==> src/rtl/lcd_pkg.sv <==
// Shared types and constants for the HD44780 4-bit back end.
package lcd_pkg;

    typedef enum logic [3:0] {
        PWR_WAIT, INIT_A, INIT_B, INIT_C, INIT_D, CFG,
        IDLE, SEND_HI, GAP, SEND_LO, POST_WAIT
    } lcd_state_t;

    typedef enum logic [2:0] {
        W_IDLE, W_SETUP, W_HIGH, W_HOLD, W_DONE
    } nib_state_t;

    localparam logic [7:0] CFG_FUNCSET = 8'h28;
    localparam logic [7:0] CFG_ENTRY   = 8'h06;
    localparam logic [7:0] CFG_DISPON  = 8'h0C;
    localparam logic [7:0] CFG_CLEAR   = 8'h01;

    localparam logic [3:0] NIB_INIT3 = 4'h3;
    localparam logic [3:0] NIB_INIT2 = 4'h2;

    function automatic logic [7:0] cfg_byte(input logic [1:0] idx);
        case (idx)
            2'd0:    return CFG_FUNCSET;
            2'd1:    return CFG_ENTRY;
            2'd2:    return CFG_DISPON;
            default: return CFG_CLEAR;
        endcase
    endfunction

    // Clear (0x01) and return-home (0x02/0x03) need the long settle time.
    function automatic logic is_slow_cmd(input logic [7:0] b, input logic rs);
        return !rs && (b[7:2] == 6'd0) && (b != 8'd0);
    endfunction

    function automatic int unsigned max_u(input int unsigned a, input int unsigned b);
        return (a > b) ? a : b;
    endfunction

endpackage

==> src/rtl/lcd_nibble_writer.sv <==
// Drives one nibble onto the panel bus: setup, E strobe, hold, then a done pulse.
module lcd_nibble_writer
    import lcd_pkg::*;
#(
    parameter int unsigned T_SETUP = 2,
    parameter int unsigned T_EHIGH = 12,
    parameter int unsigned T_HOLD  = 1
) (
    input  logic       Clock,
    input  logic       Reset,
    input  logic       iStart,
    input  logic [3:0] iNibble,
    input  logic       iRS,
    output logic       oE,
    output logic       oRS,
    output logic [3:0] oData,
    output logic       oDone
);

    localparam int unsigned MAXT = max_u(max_u(T_SETUP, T_EHIGH), T_HOLD);
    localparam int unsigned CW   = $clog2(MAXT) + 1;

    nib_state_t    st;
    logic [CW-1:0] cnt;

    always_ff @(posedge Clock) begin
        if (Reset) begin
            st    <= W_IDLE;
            cnt   <= '0;
            oE    <= 1'b0;
            oRS   <= 1'b0;
            oData <= '0;
            oDone <= 1'b0;
        end else begin
            oDone <= 1'b0;
            case (st)
                W_IDLE, W_DONE: begin
                    st <= W_IDLE;
                    if (iStart) begin
                        oRS   <= iRS;
                        oData <= iNibble;
                        cnt   <= CW'(T_SETUP - 1);
                        st    <= W_SETUP;
                    end
                end
                W_SETUP: begin
                    if (cnt == '0) begin
                        oE  <= 1'b1;
                        cnt <= CW'(T_EHIGH - 1);
                        st  <= W_HIGH;
                    end else begin
                        cnt <= cnt - CW'(1);
                    end
                end
                W_HIGH: begin
                    if (cnt == '0) begin
                        oE  <= 1'b0;
                        cnt <= CW'(T_HOLD - 1);
                        st  <= W_HOLD;
                    end else begin
                        cnt <= cnt - CW'(1);
                    end
                end
                W_HOLD: begin
                    if (cnt == '0) begin
                        oDone <= 1'b1;
                        st    <= W_DONE;
                    end else begin
                        cnt <= cnt - CW'(1);
                    end
                end
                default: st <= W_IDLE;
            endcase
        end
    end

endmodule

==> src/rtl/lcd_controller.sv <==
// HD44780 4-bit back end for the LCD instruction: power-on init, config, then
// one byte per handshake with oReady as the BNLCD busy flag.
module lcd_controller
    import lcd_pkg::*;
#(
    parameter int unsigned T_POWERUP = 750000,
    parameter int unsigned T_INIT1   = 205000,
    parameter int unsigned T_INIT2   = 5000,
    parameter int unsigned T_SETUP   = 2,
    parameter int unsigned T_EHIGH   = 12,
    parameter int unsigned T_HOLD    = 1,
    parameter int unsigned T_GAP     = 50,
    parameter int unsigned T_SHORT   = 2000,
    parameter int unsigned T_LONG    = 82000
) (
    input  logic       Clock,
    input  logic       Reset,
    input  logic [7:0] iData,
    input  logic       iRS,
    input  logic       iWrite,
    output logic       oReady,
    output logic       oLCD_E,
    output logic       oLCD_RS,
    output logic       oLCD_RW,
    output logic [3:0] oLCD_Data
);

    localparam int unsigned MAXT = max_u(max_u(max_u(T_POWERUP, T_INIT1), max_u(T_INIT2, T_GAP)),
                                         max_u(T_SHORT, T_LONG));
    localparam int unsigned CW   = $clog2(MAXT) + 1;

    lcd_state_t    state, init_next;
    logic [CW-1:0] cnt, init_wait;
    logic          armed, start_q, rs_q, in_cfg;
    logic [7:0]    byte_q, cfg_cur;
    logic [3:0]    nib_q, init_nib;
    logic [1:0]    cfg_idx;
    logic          accept, wr_start, wr_rs, wr_done;
    logic [3:0]    wr_nib;

    // The high nibble of a CPU byte starts on the accepting edge itself so the
    // busy period matches the documented latency; all other nibbles use start_q.
    assign accept   = (state == IDLE) && iWrite;
    assign wr_start = accept || start_q;
    assign wr_nib   = accept ? iData[7:4] : nib_q;
    assign wr_rs    = accept ? iRS : rs_q;
    assign cfg_cur  = cfg_byte(cfg_idx);
    assign oLCD_RW  = 1'b0;

    always_comb begin
        init_wait = CW'(T_SHORT - 1);
        init_next = CFG;
        init_nib  = NIB_INIT3;
        case (state)
            INIT_A: begin init_wait = CW'(T_INIT1 - 1); init_next = INIT_B; end
            INIT_B: begin init_wait = CW'(T_INIT2 - 1); init_next = INIT_C; end
            INIT_C: begin init_next = INIT_D; init_nib = NIB_INIT2; end
            default: ;
        endcase
    end

    always_ff @(posedge Clock) begin
        if (Reset) begin
            state   <= PWR_WAIT;
            cnt     <= '0;
            armed   <= 1'b0;
            start_q <= 1'b0;
            rs_q    <= 1'b0;
            in_cfg  <= 1'b0;
            byte_q  <= '0;
            nib_q   <= '0;
            cfg_idx <= '0;
            oReady  <= 1'b0;
        end else begin
            start_q <= 1'b0;
            case (state)
                // Counter is zero out of reset, so the first cycle loads it.
                PWR_WAIT: begin
                    if (!armed) begin
                        armed <= 1'b1;
                        cnt   <= CW'(T_POWERUP - 2);
                    end else if (cnt == '0) begin
                        armed   <= 1'b0;
                        state   <= INIT_A;
                        start_q <= 1'b1;
                        nib_q   <= NIB_INIT3;
                    end else begin
                        cnt <= cnt - CW'(1);
                    end
                end
                INIT_A, INIT_B, INIT_C, INIT_D: begin
                    if (!armed) begin
                        if (wr_done) begin
                            armed <= 1'b1;
                            cnt   <= init_wait;
                        end
                    end else if (cnt == '0) begin
                        armed <= 1'b0;
                        state <= init_next;
                        if (init_next != CFG) begin
                            start_q <= 1'b1;
                            nib_q   <= init_nib;
                        end
                    end else begin
                        cnt <= cnt - CW'(1);
                    end
                end
                CFG: begin
                    byte_q  <= cfg_cur;
                    rs_q    <= 1'b0;
                    nib_q   <= cfg_cur[7:4];
                    start_q <= 1'b1;
                    in_cfg  <= 1'b1;
                    state   <= SEND_HI;
                end
                IDLE: begin
                    if (iWrite) begin
                        byte_q <= iData;
                        rs_q   <= iRS;
                        in_cfg <= 1'b0;
                        oReady <= 1'b0;
                        state  <= SEND_HI;
                    end
                end
                SEND_HI: begin
                    if (wr_done) begin
                        cnt   <= CW'(T_GAP - 1);
                        state <= GAP;
                    end
                end
                GAP: begin
                    if (cnt == '0) begin
                        start_q <= 1'b1;
                        nib_q   <= byte_q[3:0];
                        state   <= SEND_LO;
                    end else begin
                        cnt <= cnt - CW'(1);
                    end
                end
                SEND_LO: begin
                    if (wr_done) begin
                        cnt   <= is_slow_cmd(byte_q, rs_q) ? CW'(T_LONG - 1) : CW'(T_SHORT - 1);
                        state <= POST_WAIT;
                    end
                end
                POST_WAIT: begin
                    if (cnt != '0) begin
                        cnt <= cnt - CW'(1);
                    end else if (in_cfg && cfg_idx != 2'd3) begin
                        cfg_idx <= cfg_idx + 2'd1;
                        state   <= CFG;
                    end else begin
                        in_cfg <= 1'b0;
                        oReady <= 1'b1;
                        state  <= IDLE;
                    end
                end
                default: state <= PWR_WAIT;
            endcase
        end
    end

    lcd_nibble_writer #(
        .T_SETUP (T_SETUP),
        .T_EHIGH (T_EHIGH),
        .T_HOLD  (T_HOLD)
    ) u_writer (
        .Clock   (Clock),
        .Reset   (Reset),
        .iStart  (wr_start),
        .iNibble (wr_nib),
        .iRS     (wr_rs),
        .oE      (oLCD_E),
        .oRS     (oLCD_RS),
        .oData   (oLCD_Data),
        .oDone   (wr_done)
    );

endmodule

==> config.mk <==
export PLATFORM = sky130hd
export DESIGN_NAME = lcd_controller
export DESIGN_NICKNAME = d
export VERILOG_FILES = /design/src/rtl/lcd_pkg.sv /design/src/rtl/lcd_nibble_writer.sv /design/src/rtl/lcd_controller.sv
export SDC_FILE = /design/constraint.sdc
export NUM_CORES = 1
export LEC_CHECK = 0
export ABC_CLOCK_PERIOD_IN_PS = 2640
export CORE_UTILIZATION = 55
export DETAILED_ROUTE_END_ITERATION = 6
export PLACE_DENSITY = 0.74
export REMOVE_ABC_BUFFERS = 1
export SLEW_MARGIN = 15
export SYNTH_ARGS = -nofsm -noshare
export SYNTH_HDL_FRONTEND = slang
export SYNTH_SLANG_ARGS = --single-unit
==> constraint.sdc <==
create_clock -name Clock -period 2.64 [get_ports Clock]
set_clock_uncertainty 0.05 [all_clocks]
set_input_delay 0.264 -clock Clock [delete_from_list [all_inputs] [get_ports Clock]]
set_output_delay 0.264 -clock Clock [all_outputs]
set_load 0.05 [all_outputs]
==> run summary, run 1 <==
==========================================================================================
Status                                                                        finished clean
Global-route total usage across every layer                                          35.3%
Height of the chip                                                                 88.3 um
Via Count                                                                             4519
Post-synthesis xor/xnor area fraction                                                1.93%
Cells after Synth                                                                      556
First-pass iteration count of the detailed router                                        7
Root buffer cell                                                              sky130_fd_sc_hd__clkbuf_8
Source of the worst register-to-register timing path                                cnt[6]
Leakage component of the power                                                  0.00175 uW
Worst endpoint required time                                                       2.84 ns
Total design power                                                                 2100 uW
Actual transition at the worst max-transition pin                                 0.687 ns
Setup violation total in the final timing report                                         0
Post-synthesis sequential element count                                                 59
Number of antenna violations at the first check in global routing                        0
Gpl congestion                                                                        1.03
Number of slew-limit violations in the final report                                      0
Dominant combinational cell family by area after synthesis                    compound AO/OA/AOI/OAI gates
Simple logic cell fraction of the synthesized area                                   27.4%
Number of buffers inserted during clock tree synthesis                                   9
Area of the core region                                                         7210 sq um
Buffers added on ports                                                                  18
Critical path arrival                                                              2.70 ns
Cell family contributing the most delay on the critical path                  simple AND/OR/NAND/NOR gates
Source-to-sink clock delay at the later pin of the worst-skew pair                 0.36 ns
Warnings, synthesis                                                                      0
Number of nets with antenna violations after detailed routing                            0
Final Hold Viols                                                                         0
Initial detailed-routing violation count                                               549
Tcrit/Tclk final                                                                     94.3%
Worst VDD drop                                                                      427 uV
Die Footprint                                                                   7790 sq um
Initial standard-cell utilization of the core                                        56.7%
I/O pin cnt                                                                             20
Final-layout setup total negative slack                                               0 ns
Cell breakdown of the critical path                                           or4_4 -> nor3_4 -> nand2_1 -> buf_4 -> o21ai_0 -> a221oi_1 -> o221a_2
Count of standard-cell rows                                                             31
DP HPWL                                                                            9.45 mm
Clock power frac                                                                     41.3%
Most used DFF post-synth                                                      sky130_fd_sc_hd__dfxtp_1
Synthesis-to-layout area growth                                                      15.2%
Yosys cell types                                                                        78
Sequential area share after synthesis                                                28.9%
GRT overflow                                                                             0
Critical-path cell with the highest stage delay                               sky130_fd_sc_hd__or4_4
Number of buffers inserted to repair setup after CTS                                     0
TritonCTS sink count                                                                    59
Wire length of the first global-routing pass                                       20.9 mm
Pin count of the biggest net entering global routing                                    30
Count of flip-flops with a built-in enable after synthesis                               0
Total power density per cell area                                              447 nW/um^2
Wire length after detailed routing                                                 13.0 mm
Deepest clock path buffer count                                                          2
Compound-Gate Fraction of Synth Area                                                 31.3%
Routed length per placed instance                                                  18.9 um
Switching fraction of total power                                                    30.2%
Design internal power                                                              1470 uW
Drt drc                                                                                  0
Diode insertion count for antenna repair                                                 0
CTS tree                                                                               yes
Fmax                                                                               402 MHz
Max stage delay on crit path                                                       0.59 ns
Sw power                                                                            636 uW
Total number of nets in the final design                                               603
RSZ-0062 raised after global routing                                                 false
Minimum period implied by the final worst setup slack                              2.49 ns
Headroom to the max-slew limit                                                       53.7%
Worst min-delay path category                                                       in2reg
Element type at the critical path end                                                 flop
H-tree level count                                                                       3
Sum of buffers and inverters on the critical path                                        1
Synthesized area                                                                4090 sq um
Hold Crit Start                                                                      Reset
Startpoint Class                                                                      flop
Number of max-cap violations                                                             0
Layout cells sized above 1                                                           14.5%
Clock-pin slew on the worst setup and hold paths                                   0.07 ns
Critical path fanouts, max                                                              11
Worst Hold Slack                                                                  0.277 ns
Category of the critical setup timing path                                         reg2reg
Proportion of synthesized area in mux cells                                          1.22%
Post-synthesis average cell area                                                7.36 sq um
Number of global-route vias before repair                                             4155
Width of the chip                                                                  88.3 um
Startpoint of the most critical setup path                                          cnt[6]
Share of synthesized cell area in full adder, half adder and majority cells          2.45%
Portion of total power attributed to sequential cells                                45.2%
Logic gate share of total power                                                      13.5%
Number of vias per cell                                                               6.58
Fraction of registers with async set or reset after synthesis                           0%
==========================================================================================
power groups by stage:
| stage | clock [uW] | combinational (uW) | sequential, uW |
|---|---|---|---|
| after detailed placement | 0 | 275 | 969 |
| after global placement | 0 | 275 | 968 |
| after global routing | 916 | 306 | 953 |
| after CTS | 876 | 277 | 948 |
| after floorplan | 0 | 169 | 964 |
| final | 869 | 285 | 951 |
sequential cells by signal (all words and copies together), names as in the netlist:
register        cells
start_q             1
oReady              1
nib_q               4
in_cfg              1
cfg_idx             2
byte_q              8
rs_q                1
state               4
u_writer.oDone      1
u_writer.st         3
armed               1
u_writer.oData      4
u_writer.oE         1
u_writer.cnt        5
u_writer.oRS        1
cnt                21
cells in the mapped netlist (all sizes together), types with 7 or more instances:
library cell / instances / area share, %
a221oi: 8 / 1.7
dfxtp: 59 / 29
nor4: 15 / 2.4
ha: 8 / 2.4
a211oi: 11 / 2.0
buf: 20 / 2.9
nor3: 22 / 3.1
nand3: 16 / 2.0
nand2b: 8 / 1.2
a21oi: 52 / 6.4
nand2: 59 / 5.4
clkbuf: 25 / 2.3
nor2: 52 / 4.8
inv: 16 / 1.5
a21o: 7 / 1.3
o21ai: 46 / 5.7
a31oi: 9 / 1.4
cell usage in the layout (no fill, tap or decap), types with 7 or more instances in the layout:
cell	Yosys	final
sky130_fd_sc_hd__nor2_1	52	52
sky130_fd_sc_hd__a21o_1	7	7
sky130_fd_sc_hd__nand3_1	16	16
sky130_fd_sc_hd__clkbuf_8	0	9
sky130_fd_sc_hd__clkdlybuf4s50_1	0	17
sky130_fd_sc_hd__nand2_1	59	59
sky130_fd_sc_hd__buf_4	3	43
sky130_fd_sc_hd__inv_1	16	16
sky130_fd_sc_hd__nand2b_1	8	8
sky130_fd_sc_hd__ha_1	8	8
sky130_fd_sc_hd__a21oi_1	52	52
sky130_fd_sc_hd__a221oi_1	8	8
sky130_fd_sc_hd__a31oi_1	9	9
sky130_fd_sc_hd__nor3_1	20	20
sky130_fd_sc_hd__nor4_1	14	14
sky130_fd_sc_hd__dfxtp_1	59	57
sky130_fd_sc_hd__o21ai_0	44	44
sky130_fd_sc_hd__a211oi_1	11	11
per-stage QoR:
stage          std cells  setup WS (ns)  cell area, sq um  util [%]
3_5_place_dp         671          0.168              4510      62.5
6_report             687          0.150              4710      65.3
2_1_floorplan        511         -0.312              3880         -
5_1_grt              687         0.0445              4710      65.3
4_1_cts              687          0.143              4710      65.3
3_3_place_gp         671          0.264              4510      62.5
cells by family after synthesis:
family	after synthesis
simple gates	218
compound gates	194
buf+inv	62
flops	59
xor+xnor	9
fa+ha+maj	8
mux	5
other cells	1
worst reg2reg max path, delay by kind of cell (launching register included):
| family | cells | cell delay [ns] |
|---|---|---|
| buf+inv | 1 | 0.22 |
| flops | 1 | 0.37 |
| simple gates | 3 | 1.15 |
| compound gates | 3 | 0.62 |
final timing paths:
| path | end | slack [ns] | cells past startpoint |
|---|---|---|---|
| hold reg to reg | byte_q[7] | 0.41 | 2 |
| setup / recovery | cnt[8] | 0.15 | 7 |
| setup reg to reg | cnt[8] | 0.15 | 7 |
| hold / removal | cnt[15] | 0.28 | 2 |
per-layer routing:
metal	GRT usage, %	share of wire, %	up-vias
li1	-	-	2119
met1	43.0	40	2078
met2	57.1	47	253
met3	7.65	8.6	69
met4	21.1	4.8	0
met5	0	0	-
timing repair:
action | CTS | global route
gates resized for setup | 0 | 3
setup endpoints to repair | 0 | 7
hold buffers | 0 | 0
cell type report:
| cell class | count | area, sq um |
|---|---|---|
| multi-input cells | 435 | 2640 |
| fillers | 640 | 2500 |
| flip-flops and latches | 59 | 1180 |
| repair buffers | 61 | 498 |
| clock buffers | 9 | 124 |
| well taps | 99 | 124 |
| clock inverters | 7 | 76.3 |
| inverters | 17 | 63.8 |
Note: power is estimated with default switching activity, not from simulation.
==> run 2: changes to the inputs <==
Settings changed: CORE_MARGIN set to 3.
==> run 2 against run 1 <==
  * Final cell count grew 0.15%
  * Hold slack improved by 0.070 ns
  * Clock power fell by 11%
  * Non-clock buffer count grew 4
  * Worst setup slack lost 0.023 ns
  * Maximum frequency shrank 0.92%
  * Core utilization up 2.2 points
  * Via count increased by 1.2%
  * Die area is 9.3% higher
  * First-iteration DRC count shrank 5.1%
  * Sequential cell count did not move
  * Critical path type unchanged
==> run summary, run 2 (synthesis gave the netlist of run 1 again) <==
=================================================================================
Status                                                               finished clean
Max stage delay on crit path                                              0.72 ns   +0.13 ns
Source-to-sink clock delay at the later pin of the worst-skew pair        0.35 ns   about the same
Startpoint Class                                                             flop
Number of buffers inserted during clock tree synthesis                          9   unchanged
Leading registers by flop count                                      cnt (21), byte_q (8), u_writer.cnt (5)
Width of the chip                                                         92.3 um   +4.5%
Diode insertion count for antenna repair                                        0   unchanged
Hold buffer count at cts                                                        0   unchanged
Synthesis-to-layout area growth                                             15.8%
Final design instance area without fill                                4740 sq um   +0.56%
Design internal power                                                     1380 uW   -6.2%
Number of nets with antenna violations after detailed routing                   0   unchanged
Element type at the critical path end                                        flop
I/O pin cnt                                                                    20   unchanged
GRT overflow                                                                    0   unchanged
Initial detailed-routing violation count                                      521   -5.1%
Count of standard-cell rows                                                    30   -3.2%
Critical path arrival                                                     2.71 ns   about the same
CTS tree                                                                      yes
DP HPWL                                                                   9.75 mm   +3.1%
Number of buffers inserted to repair setup after CTS                            0   unchanged
DP Area                                                                4560 sq um   +1.1%
Clock-pin slew on the worst setup and hold paths                          0.08 ns   about the same
Logic gate share of total power                                             14.8%   +1.3 points
Commonest cells after routing, fill and taps aside                   sky130_fd_sc_hd__nand2_1 (59), sky130_fd_sc_hd__dfxtp_1 (59), sky130_fd_sc_hd__nor2_1 (52), sky130_fd_sc_hd__a21oi_1 (52), sky130_fd_sc_hd__buf_4 (45)
Die Footprint                                                          8510 sq um   +9.3%
Worst endpoint required time                                              2.83 ns   about the same
Wire length of the first global-routing pass                              20.9 mm   -0.10%
Layout cells sized above 1                                                  14.7%   +0.24 points
Wire length after detailed routing                                        13.3 mm   +2.7%
Initial standard-cell utilization of the core                               58.3%   +1.6 points
Most flops, register                                                          cnt
Final Hold Viols                                                                0   unchanged
Worst min-delay path category                                              in2reg
Cell breakdown of the critical path                                  inv_1 -> ha_1 -> nor2b_1 -> nand4_2 -> nor3_2 -> nor2_1 -> nand3b_1 -> o221a_2
Number of antenna violations at the first check in global routing               0   unchanged
Height of the chip                                                        92.3 um   +4.5%
Switching fraction of total power                                           31.6%   +1.4 points
Sequential cell area                                                   1180 sq um   -0.21%
Actual transition at the worst max-transition pin                        0.930 ns   +0.244 ns
Routed length per placed instance                                         19.4 um   +2.5%
Number of global-route vias before repair                                    4159   +0.096%
Number of slew-limit violations in the final report                             0   unchanged
Tcrit/Tclk final                                                            95.2%   +0.87 points
Deepest clock path buffer count                                                 2   unchanged
Critical-path cell with the highest stage delay                      sky130_fd_sc_hd__nor2_1
Via Count                                                                    4571   +1.2%
RSZ-0062 raised after global routing                                        false
Drt drc                                                                         0   unchanged
Minimum period implied by the final worst setup slack                     2.51 ns   +0.0230 ns
Worst setup slack for register-to-register paths                          0.13 ns   -0.02 ns
Portion of total power attributed to sequential cells                       46.9%   +1.7 points
Total power density per cell area                                     425 nW/um^2   -4.9%
Number of filler cells placed in the layout                                   623   -2.7%
Setup violation total in the final timing report                                0   unchanged
Headroom to the max-slew limit                                              37.7%   -16 points
Number of placed instances with taps included                                 672   +0.15%
Global-route total usage across every layer                                 31.3%   -3.9 points
Post_cts resized                                                                0   unchanged
Gpl congestion                                                              0.994   -3.7%
Final std cells w/o fill                                                      688   +0.15%
Area of the core region                                                7020 sq um   -2.7%
Total number of nets in the final design                                      607   +0.66%
Area of combinational cells with multiple inputs                       2640 sq um   unchanged
Fmax                                                                      398 MHz   -0.92%
TritonCTS sink count                                                           59   unchanged
Critical path fanouts, max                                                     13   +2
Worst Hold Slack                                                         0.347 ns   +0.0701 ns
Max FFs per register                                                           21   unchanged
Total design power                                                        2010 uW   -4.4%
Number of vias per cell                                                      6.64   +1.0%
Buffers added on ports                                                         18   unchanged
Root buffer cell                                                     sky130_fd_sc_hd__clkbuf_8
Number of max-cap violations                                                    0   unchanged
Pin count of the biggest net entering global routing                           41   +37%
Leakage component of the power                                         0.00176 uW   +0.82%
Category of the critical setup timing path                                reg2reg
Sw power                                                                   635 uW   about the same
First-pass iteration count of the detailed router                               7   unchanged
H-tree level count                                                              3   unchanged
Worst VDD drop                                                             368 uV   -14%
Clock power frac                                                            38.3%   -3.0 points
=================================================================================
[run 2: power by group through the flow]
stage	Sequential (uW)	Clock, uW	Combinational [uW]
floorplan	964	0	169
global placement	962	0	285
detailed placement	963	0	287
CTS	943	781	288
global route	946	814	320
finish	944	771	297
[run 2: worst paths after layout]
path | from | end | cells past startpoint
setup / recovery | cnt[0] | cnt[8] | 8
hold / removal | Reset | cnt[15] | 2
setup reg to reg | cnt[0] | cnt[8] | 8
hold reg to reg | byte_q[7] | byte_q[7] | 2
[run 2: cell type report]
cell class / instances / area share, %
sequential: 59 / 24.9
tap: 96 / 2.53
multi-input combinational: 435 / 55.8
inverter: 17 / 1.35
clock buffer: 9 / 2.61
clock inverter: 7 / 1.14
timing repair buffer: 65 / 11.7
[run 2: routing by layer]
layer / global-route usage, % / wire, um / vias to the layer above
li1: - / - / 2142
met1: 38.6 / 5180 / 2086
met2: 51.2 / 6210 / 274
met3: 7.30 / 1250 / 69
met4: 15.6 / 683 / 0
met5: 0 / 0 / -
[run 2: critical path, delay by kind of cell, from the launching register on]
family	cells	cell delay [ns]
AND/OR/NAND/NOR	5	1.28
flip-flops	1	0.43
AO/OA/AOI/OAI	1	0.33
adder cells (fa/ha/maj)	1	0.21
buffers and inverters	1	0.10
[run 2: through the flow]
| stage | worst slack [ns] | setup TNS, ns | util, % |
|---|---|---|---|
| 2_1_floorplan | -0.312 | -1.98 | - |
| 3_3_place_gp | 0.248 | 0 | 65.0 |
| 3_5_place_dp | 0.192 | 0 | 65.0 |
| 4_1_cts | 0.137 | 0 | 67.5 |
| 5_1_grt | 0.00318 | 0 | 67.5 |
| 6_report | 0.127 | 0 | 67.5 |
==> run 3: changes to the inputs <==
Settings changed: GPL_TIMING_DRIVEN set to 0.
==> run 3 against run 2 <==
  * The flow now finishes with violations (DRC)
  * Wire length down 10%
  * Maximum frequency down 0.67%
  * Hold slack worse by 0.036 ns
  * Largest power group unchanged
  * Worst setup slack worse by 0.017 ns
  * Power up 3.9%
==> run summary, run 3 (synthesis gave the netlist of run 1 again) <==
=================================================================================
Width of the chip                                                         92.3 um   unchanged
M1 GR Usage                                                                 37.1%   -1.5 points
Commonest cells after routing, fill and taps aside                   sky130_fd_sc_hd__nand2_1 (56), sky130_fd_sc_hd__a21oi_1 (52), sky130_fd_sc_hd__dfxtp_1 (52)
Global routing met2 resource utilization                                    44.5%   -6.7 points
Worst endpoint required time                                              2.86 ns   +0.03 ns
Buffers added on ports                                                         18   unchanged
Leading registers by flop count                                      cnt (21), byte_q (8), u_writer.cnt (5)
Gpl congestion                                                              0.932   -6.2%
Number of antenna violations at the first check in global routing               0   unchanged
Fmax                                                                      395 MHz   -0.67%
Worst VDD drop                                                             275 uV   -25%
Tcrit/Tclk final                                                            95.8%   +0.65 points
Deepest clock path buffer count                                                 2   unchanged
TritonCTS sink count                                                           59   unchanged
Number of nets with antenna violations after detailed routing                   0   unchanged
Most Crowded Layer GR                                                        met2
CTS tree                                                                      yes
Drt drc                                                                         2   +2
Sw power                                                                   607 uW   -4.4%
Failing checks                                                                DRC
End-of-flow core utilization                                                64.7%   -2.8 points
Number of placed instances with taps included                                 627   -6.7%
Clock power frac                                                            41.3%   +3.0 points
Status                                                               complete, but fails checks
Global-route met3 utilization                                               6.64%   -0.66 points
Max stage delay on crit path                                              0.57 ns   -0.15 ns
GRT overflow                                                                    0   unchanged
Worst-case setup margin in the final layout                              0.110 ns   -0.0171 ns
Pin count of the biggest net entering global routing                           42   +2.4%
Final std cells w/o fill                                                      647   -6.0%
Critical path fanouts, max                                                     34   +21
Die Footprint                                                          8510 sq um   unchanged
Design internal power                                                     1480 uW   +7.7%
Routed length per placed instance                                         18.5 um   -4.5%
Number of slew-limit violations in the final report                             0   unchanged
Wire length of the first global-routing pass                              19.7 mm   -5.9%
Logic gate share of total power                                             13.1%   -1.7 points
Switching fraction of total power                                           29.0%   -2.5 points
Root buffer cell                                                     sky130_fd_sc_hd__clkbuf_8
Final Hold Viols                                                                0   unchanged
Final-layout setup total negative slack                                      0 ns   unchanged
Layout cells sized above 1                                                  11.6%   -3.1 points
Number of max-cap violations                                                    0   unchanged
Critical path arrival                                                     2.75 ns   +0.04 ns
Number of vias per cell                                                      6.80   +2.4%
Headroom to the max-slew limit                                              39.9%   +2.1 points
Total number of nets in the final design                                      566   -6.8%
Portion of total power attributed to sequential cells                       45.7%   -1.2 points
Height of the chip                                                        92.3 um   unchanged
Most flops, register                                                          cnt
Max FFs per register                                                           21   unchanged
Minimum period implied by the final worst setup slack                     2.53 ns   +0.0171 ns
Clock-pin slew on the worst setup and hold paths                          0.07 ns   about the same
Number of global-route vias before repair                                    3999   -3.8%
Cell breakdown of the critical path                                  nor2_1 -> and3_1 -> a211o_1 -> o21ai_2 -> or4b_1 -> a31oi_1
Actual transition at the worst max-transition pin                        0.890 ns   -0.0402 ns
Leakage component of the power                                         0.00162 uW   -8.4%
Count of standard-cell rows                                                    30   unchanged
Total power density per cell area                                     460 nW/um^2   +8.3%
I/O pin cnt                                                                    20   unchanged
Cell family contributing the most delay on the critical path         simple AND/OR/NAND/NOR gates
Worst slack at placement                                                -0.712 ns   -0.904 ns
DP HPWL                                                                   8.10 mm   -17%
First-pass iteration count of the detailed router                               7   unchanged
Synthesis-to-layout area growth                                             11.0%
Worst min-delay path category                                              in2reg
H-tree level count                                                              3   unchanged
Most common cell after layout, fill and taps aside                   sky130_fd_sc_hd__nand2_1
RSZ-0062 raised after global routing                                         true
Initial detailed-routing violation count                                      812   +56%
Number of filler cells placed in the layout                                   650   +4.3%
Area of the core region                                                7020 sq um   unchanged
Startpoint Class                                                             flop
Global-route total usage across every layer                                 28.6%   -2.7 points
Initial standard-cell utilization of the core                               58.3%   unchanged
Element type at the critical path end                                        flop
Diode insertion count for antenna repair                                        0   unchanged
Via Count                                                                    4401   -3.7%
Sum of buffers and inverters on the critical path                               0   -1
Setup violation total in the final timing report                                0   unchanged
Source-to-sink clock delay at the later pin of the worst-skew pair        0.34 ns   about the same
Critical-path cell with the highest stage delay                      sky130_fd_sc_hd__dfxtp_4
Wire length after detailed routing                                        12.0 mm   -10%
Number of buffers inserted during clock tree synthesis                          9   unchanged
Category of the critical setup timing path                                reg2reg
=================================================================================
-- run 3: per-stage QoR --
step | power [uW] | hold slack [ns] | cell area, sq um
3_5_place_dp | 1220 | 0.404 | 4210
3_3_place_gp | 1220 | 0.392 | 4180
6_report | 2090 | 0.311 | 4540
2_1_floorplan | 1130 | 0.283 | 3880
4_1_cts | 2080 | 0.313 | 4490
5_1_grt | 2170 | 0.354 | 4540
-- run 3: worst paths after layout --
| path | cells after the start | slack [ns] | to | from |
|---|---|---|---|---|
| setup / recovery | 6 | 0.11 | cnt[20] | state[2] |
| hold / removal | 2 | 0.31 | u_writer.st[0] | Reset |
| setup reg to reg | 6 | 0.11 | cnt[20] | state[2] |
| hold reg to reg | 2 | 0.41 | nib_q[2] | nib_q[2] |
-- run 3: layer usage --
metal | share of wire (%) | routed length (um)
met1 | 44 | 5230
met3 | 8.0 | 961
met2 | 45 | 5340
met4 | 3.5 | 418
met5 | 0 | 0
-- run 3: final cells by class --
| type | instances | area [sq um] | share of cell area (%) |
|---|---|---|---|
| repair buffers | 24 | 238 | 5.23 |
| multi-input cells | 435 | 2720 | 59.9 |
| inverters | 17 | 63.8 | 1.40 |
| flip-flops and latches | 59 | 1200 | 26.4 |
| well taps | 96 | 120 | 2.64 |
| clock inverters | 6 | 63.8 | 1.40 |
| clock buffers | 10 | 138 | 3.03 |
-- run 3: power groups by stage --
stage               Combinational (uW)  Sequential [uW]  Clock, uW
finish                             273              955        863
global route                       297              958        915
CTS                                262              953        869
detailed placement                 248              975          0
global placement                   243              974          0
floorplan                          169              964          0
-- run 3: timing repair --
action / in CTS / in global routing
hold buffers: 0 / 0
setup buffers: 3 / 1
hold endpoints to repair: 0 / 0
pin swaps: 1 / 2
gates resized for setup: 18 / 11
endpoints found under the setup margin: 44 / 30
-- run 3: worst register-to-register path, cell delays in order (launching register included) --
cell and delay [ns]:
sky130_fd_sc_hd__dfxtp_4 0.57, sky130_fd_sc_hd__nor2_1 0.14, sky130_fd_sc_hd__and3_1 0.32, sky130_fd_sc_hd__a211o_1 0.48
sky130_fd_sc_hd__o21ai_2 0.30, sky130_fd_sc_hd__or4b_1 0.46, sky130_fd_sc_hd__a31oi_1 0.13
